$ cat config.mk
export PLATFORM = sky130hd
export DESIGN_NAME = store_buffer
export DESIGN_NICKNAME = d
export VERILOG_FILES = /design/src/rtl/tartaruga_pkg.sv /design/src/rtl/sb_forward_unit.sv /design/src/rtl/store_buffer.sv
export SDC_FILE = /design/constraint.sdc
export NUM_CORES = 1
export LEC_CHECK = 0
export CAP_MARGIN = 15
export CORE_MARGIN = 2
export CORE_UTILIZATION = 34
export DETAILED_ROUTE_END_ITERATION = 8
export SLEW_MARGIN = 5
export SYNTH_ARGS = -nofsm -noshare
export SYNTH_HDL_FRONTEND = slang
export SYNTH_SLANG_ARGS = --single-unit
$ cat constraint.sdc
create_clock -name clk_i -period 26.3 [get_ports clk_i]
set_clock_uncertainty 0.2 [all_clocks]
set_input_delay 5.26 -clock clk_i [delete_from_list [all_inputs] [get_ports clk_i]]
set_output_delay 5.26 -clock clk_i [all_outputs]
set_load 0.005 [all_outputs]
$ cat src/rtl/tartaruga_pkg.sv
// Shared types for the tartaruga core: bus/index typedefs and store buffer entry layout.
package tartaruga_pkg;

  localparam int unsigned STORE_BUFFER_SIZE = 4;

  typedef logic [$clog2(STORE_BUFFER_SIZE)-1:0] store_buffer_idx_t;
  typedef logic [31:0] bus32_t;

  typedef enum logic [1:0] {
    BYTE = 2'd0,
    HALF = 2'd1,
    WORD = 2'd2
  } mem_size_t;

  typedef enum logic [1:0] {
    FREE      = 2'd0,
    PENDING   = 2'd1,
    COMMITTED = 2'd2,
    DRAINING  = 2'd3
  } sb_state_t;

  typedef struct packed {
    sb_state_t   state;
    logic [29:0] waddr;
    logic [3:0]  be;
    bus32_t      data;
  } sb_entry_t;

  // Byte-lane mask of an access; an unknown size code is treated as a word.
  function automatic logic [3:0] byte_mask(input logic [1:0] size, input logic [1:0] off);
    logic [3:0] m;
    case (size)
      BYTE:    m = 4'b0001;
      HALF:    m = 4'b0011;
      default: m = 4'b1111;
    endcase
    return m << off;
  endfunction

endpackage

$ cat src/rtl/sb_forward_unit.sv
// Combinational store-to-load forwarding: youngest overlapping store entry decides hit/stall.
module sb_forward_unit
  import tartaruga_pkg::*;
#(
  parameter int unsigned SB_SIZE = STORE_BUFFER_SIZE,
  parameter int unsigned IDX_W   = $clog2(SB_SIZE)
) (
  input  sb_entry_t        entries_i [SB_SIZE],
  input  logic [IDX_W-1:0] head_i,
  input  bus32_t           ld_addr_i,
  input  logic [1:0]       ld_size_i,
  output logic             fwd_hit_o,
  output bus32_t           fwd_data_o,
  output logic             fwd_stall_o
);

  logic [3:0]       ld_mask;
  logic             match;
  sb_entry_t        sel;
  logic [IDX_W-1:0] idx;

  // Walk oldest to youngest so the last match seen is the youngest one.
  always_comb begin
    ld_mask = byte_mask(ld_size_i, ld_addr_i[1:0]);
    match   = 1'b0;
    sel     = '0;
    idx     = head_i;
    for (int unsigned k = 0; k < SB_SIZE; k++) begin
      idx = head_i + IDX_W'(k);
      if (entries_i[idx].state != FREE &&
          entries_i[idx].waddr == ld_addr_i[31:2] &&
          |(entries_i[idx].be & ld_mask)) begin
        match = 1'b1;
        sel   = entries_i[idx];
      end
    end
    fwd_hit_o   = match && ((sel.be & ld_mask) == ld_mask);
    fwd_stall_o = match && !fwd_hit_o;
    fwd_data_o  = fwd_hit_o ? sel.data : '0;
  end

endmodule

$ cat src/rtl/store_buffer.sv
// Store buffer between memory stage and commit: in-order allocation, ROB commit/discard,
// oldest-first drain to the data memory write port, and store-to-load forwarding.
module store_buffer
  import tartaruga_pkg::*;
#(
  parameter int unsigned SB_SIZE = STORE_BUFFER_SIZE,
  parameter int unsigned IDX_W   = $clog2(SB_SIZE)
) (
  input  logic               clk_i,
  input  logic               rst_i,
  input  logic               alloc_valid_i,
  input  bus32_t             alloc_addr_i,
  input  bus32_t             alloc_data_i,
  input  logic [1:0]         alloc_size_i,
  output logic               alloc_ready_o,
  output logic [IDX_W-1:0]   alloc_idx_o,
  input  logic               commit_valid_i,
  input  logic               commit_store_to_mem_i,
  input  logic [IDX_W-1:0]   commit_idx_i,
  input  logic [SB_SIZE-1:0] discard_i,
  input  bus32_t             ld_addr_i,
  input  logic [1:0]         ld_size_i,
  output logic               fwd_hit_o,
  output bus32_t             fwd_data_o,
  output logic               fwd_stall_o,
  output logic               mem_req_o,
  output bus32_t             mem_addr_o,
  output bus32_t             mem_data_o,
  output logic [3:0]         mem_be_o,
  input  logic               mem_ack_i,
  output logic               empty_o
);

  localparam int unsigned CNT_W = IDX_W + 1;

  typedef enum logic {D_IDLE, D_REQ} drain_state_t;

  sb_entry_t        entries_q [SB_SIZE];
  sb_entry_t        entries_d [SB_SIZE];
  logic [IDX_W-1:0] head_q, head_d, tail_q, tail_d;
  logic [CNT_W-1:0] count_q, count_d, n_disc;
  drain_state_t     dstate_q, dstate_d;
  bus32_t           mem_addr_q, mem_addr_d, mem_data_q, mem_data_d;
  logic [3:0]       mem_be_q, mem_be_d;
  logic             do_alloc, do_free, any_disc;

  assign alloc_ready_o = (count_q != CNT_W'(SB_SIZE));
  assign alloc_idx_o   = tail_q;
  assign empty_o       = (count_q == '0);
  assign mem_req_o     = (dstate_q == D_REQ);
  assign mem_addr_o    = mem_addr_q;
  assign mem_data_o    = mem_data_q;
  assign mem_be_o      = mem_be_q;

  always_comb begin
    entries_d  = entries_q;
    head_d     = head_q;
    dstate_d   = dstate_q;
    mem_addr_d = mem_addr_q;
    mem_data_d = mem_data_q;
    mem_be_d   = mem_be_q;
    do_alloc   = alloc_valid_i && alloc_ready_o;
    do_free    = 1'b0;
    any_disc   = 1'b0;
    n_disc     = '0;

    case (dstate_q)
      D_IDLE: begin
        if (entries_q[head_q].state == COMMITTED) begin
          entries_d[head_q].state = DRAINING;
          dstate_d   = D_REQ;
          mem_addr_d = {entries_q[head_q].waddr, 2'b00};
          mem_data_d = entries_q[head_q].data;
          mem_be_d   = entries_q[head_q].be;
        end
      end
      default: begin
        if (mem_ack_i) begin
          entries_d[head_q].state = FREE;
          head_d     = head_q + 1'b1;
          dstate_d   = D_IDLE;
          do_free    = 1'b1;
          mem_addr_d = '0;
          mem_data_d = '0;
          mem_be_d   = '0;
        end
      end
    endcase

    if (commit_valid_i && commit_store_to_mem_i && entries_q[commit_idx_i].state == PENDING)
      entries_d[commit_idx_i].state = COMMITTED;

    // Discard looks at pre-cycle state, so the slot allocated this cycle (FREE before) is immune.
    for (int unsigned i = 0; i < SB_SIZE; i++) begin
      if (discard_i[i] && entries_q[i].state == PENDING && entries_d[i].state == PENDING) begin
        entries_d[i].state = FREE;
        n_disc   = n_disc + 1'b1;
        any_disc = 1'b1;
      end
    end

    if (do_alloc) begin
      entries_d[tail_q].state = PENDING;
      entries_d[tail_q].waddr = alloc_addr_i[31:2];
      entries_d[tail_q].be    = byte_mask(alloc_size_i, alloc_addr_i[1:0]);
      entries_d[tail_q].data  = alloc_data_i << {alloc_addr_i[1:0], 3'b000};
    end

    count_d = count_q + CNT_W'(do_alloc) - CNT_W'(do_free) - n_disc;
    tail_d  = any_disc ? head_d + count_d[IDX_W-1:0] : tail_q + IDX_W'(do_alloc);
  end

  always_ff @(posedge clk_i or posedge rst_i) begin
    if (rst_i) begin
      for (int unsigned i = 0; i < SB_SIZE; i++) entries_q[i] <= '0;
      head_q     <= '0;
      tail_q     <= '0;
      count_q    <= '0;
      dstate_q   <= D_IDLE;
      mem_addr_q <= '0;
      mem_data_q <= '0;
      mem_be_q   <= '0;
    end else begin
      entries_q  <= entries_d;
      head_q     <= head_d;
      tail_q     <= tail_d;
      count_q    <= count_d;
      dstate_q   <= dstate_d;
      mem_addr_q <= mem_addr_d;
      mem_data_q <= mem_data_d;
      mem_be_q   <= mem_be_d;
    end
  end

  sb_forward_unit #(
    .SB_SIZE (SB_SIZE),
    .IDX_W   (IDX_W)
  ) u_fwd (
    .entries_i   (entries_q),
    .head_i      (head_q),
    .ld_addr_i   (ld_addr_i),
    .ld_size_i   (ld_size_i),
    .fwd_hit_o   (fwd_hit_o),
    .fwd_data_o  (fwd_data_o),
    .fwd_stall_o (fwd_stall_o)
  );

endmodule

==> impl_metrics.json <==
{
  "status": "finished clean",
  "fin_crit_sh_pct": 59.40,
  "cts_tree": "yes",
  "drc": 0,
  "clk_pin_slew_ps": 60,
  "yosys.area.top_type": "dfrtp_1",
  "floorplan.initialDensity_pct": 34.48,
  "htree_levels": 2,
  "slowest_delay_ps": 710,
  "fin_crit_ps": 15620,
  "maxCapViolations": 0,
  "postCtsSetupRepairBufs": 0,
  "cts_resized": 0,
  "hpwl_mm": 58.07,
  "viasPerCell": 5.887,
  "netlist_area_um2": 24230,
  "syn_inst": 2303,
  "hold_path_class": "reg2reg",
  "first_pass_iters": 5,
  "rows": 97,
  "post_drt_wl_per_cell_um": 24.76,
  "fin_ws_ps": 10680,
  "cts.sinks": 346,
  "synth.distinct_cells": 73,
  "die_y_um": 271.0,
  "routed-via-count": 19820,
  "io_pins": 219,
  "antenna_found_initial": 13,
  "clk_latency_ps": 580,
  "critPathArrivalTime_ps": 10160,
  "cp-start-kind": "input port",
  "gr-usage-met3_pct": 4.198,
  "synth_area_leaders": "dfrtp_1 (36%), mux4_2 (22%), nand2_1 (8.3%)",
  "yosys_warnings": 0,
  "synthFlopType": "dfrtp_1",
  "grt_pass1_vias": 19510,
  "setup-violations-final": 0,
  "critical_path_class": "in2out",
  "use_met1_pct": 31.54,
  "crit_required_ps": 20840,
  "coreArea_um2": 70270,
  "gp_congestion": 0.9727,
  "ys_ff_latch": 346,
  "nNetsFinal": 2519,
  "io_buffers": 216,
  "cp_max_fo": 33,
  "utilization_pct": 40.33,
  "grt_pass1_wl_mm": 126.4,
  "p_leak_uw": 0.01137,
  "drive_gt1_share_pct": 20.26,
  "tightest_slew_ps": 1207,
  "path_cells": "clkdlybuf4s50_1 > or3_1 > a221oi_1 > o22ai_1 > a21oi_1 > nor4_2 > a2111oi_2 > a221oi_1 > a21oi_1 > a41oi_4 > buf_4 > a2111oi_1 > clkdlybuf4s50_1",
  "clockBufferDepth": 3,
  "setup_tns_ps": 0,
  "area_delta_synth_final_pct": 16.96,
  "overflow": 0,
  "p_total_uw": 3868,
  "fmax_mhz": 64.01,
  "die_area_um2": 73420,
  "preCtsSetupSlack_ps": 10700,
  "maxSlewHeadroom_pct": 19.54,
  "cts_buffers": 42,
  "synth.most_common_cell": "nand2_1",
  "vdd_drop_max_mv": 0.09129,
  "top_usage_layer": "met2",
  "grt.total_usage_pct": 22.48,
  "ant_nets": 0,
  "end_kind": "primary output",
  "slew_violations": 0,
  "die_w_um": 271.0,
  "avgSynthCellArea_um2": 10.52,
  "synthArstFlopShare_pct": 100.0,
  "synth_common_cells": "nand2_1 (535), dfrtp_1 (346), mux4_2 (238)",
  "synth-edff-count": 0,
  "synth-seq-area-share_pct": 35.73,
  "cts_root_buf": "clkbuf_16",
  "netlist.area_leader.share_pct": 35.73,
  "dr.first_iter.drc_count": 2082,
  "hold_viol_final": 0,
  "grt_use_met2_pct": 34.78,
  "grt_setup_unrepaired": "false",
  "critPathSlowestCell": "a2111oi_2",
  "cts_hold_buf": 0,
  "wl_mm": 83.37,
  "grt_max_degree": 148,
  "p_per_area_nw_per_um2": 136.5
}
routing by layer:
metal / routed length (um) / up-vias
met2: 38100 / 917
li1: - / 8596
met3: 7197 / 166
met5: 122 / -
met4: 2858 / 18
met1: 35090 / 10130
cell type report:
cell class | instances | area, um^2
well taps | 940 | 1176
flip-flops and latches | 346 | 8666
clock buffers | 60 | 1230
inverters | 22 | 90.09
fillers | 6666 | 41930
clock inverters | 14 | 186.4
repair buffers | 244 | 2380
diodes | 4 | 10.01
multi-input cells | 1737 | 14600
critical path: cells and delay by family:
family                 cells  cell delay, ps
AOI/OAI and AO/OA          8            2710
buffers and inverters      3            1510
and+or+nand+nor            2             640
where the power goes:
part	internal [uW]	total, uW	switching (uW)
clock network	364	604	239
registers	760	1050	295
logic	1070	2210	1140
total	2200	3870	1670
metrics by stage:
step / instance area, um^2 / instances / hold WS [ps]
2_1_floorplan: 24240 / 2304 / 284.9
3_3_place_gp: 26910 / 3289 / 285.7
3_5_place_dp: 26910 / 3289 / 283.1
4_1_cts: 28330 / 3363 / 296.0
5_1_grt: 28340 / 3367 / 320.0
6_report: 28340 / 3367 / 291.4
logic make-up after synthesis:
logic type / after synthesis / share of synthesized area (%)
xor+xnor: 127 / 4.590
fa+ha+maj: 14 / 0.7848
simple gates: 835 / 14.87
buf+inv: 221 / 4.301
flops: 346 / 35.73
other cells: 1 / 0.01548
mux: 413 / 29.84
compound gates: 346 / 9.867
sequential cells by signal (all words and copies together), names as in the netlist:
register and flops:
alloc_idx_o 2, mem_be_o 4, entries_q 272, mem_req_o 1, count_q 3, mem_addr_o 30, mem_data_o 32, head_q 2
cells in the final DEF, fill, tap and decap left out, drive strengths merged, types with 6 or more instances in the layout:
cell,count
xor2,50
nand4,20
buf,29
and2,7
mux2,95
dfrtp,346
o211ai,6
nor2,75
clkbuf,60
clkinv,7
mux2i,80
nor2b,17
nor3,13
mux4,238
or2,13
o22ai,7
a211oi,14
ha,12
a221oi,6
nand2b,7
o21ai,132
a2111oi,32
or3,6
a21o,32
nand2,535
clkdlybuf4s50,215
inv,24
xnor2,77
nor4,15
a21oi,71
nand3,113
worst paths after layout:
path	start	to	slack, ps	cells past startpoint
setup / recovery	ld_size_i[1]	fwd_data_o[5]	10680	13
hold / removal	mem_addr_o[21]	mem_addr_o[21]	290	2
setup reg to reg	head_q[1]	alloc_idx_o[1]	19560	19
hold reg to reg	mem_addr_o[21]	mem_addr_o[21]	290	2
max in group asynchronous	rst_i	entries_q[239]	18580	4
min in group asynchronous	rst_i	mem_data_o[28]	5140	2
Note: power is estimated with default switching activity, not from simulation.
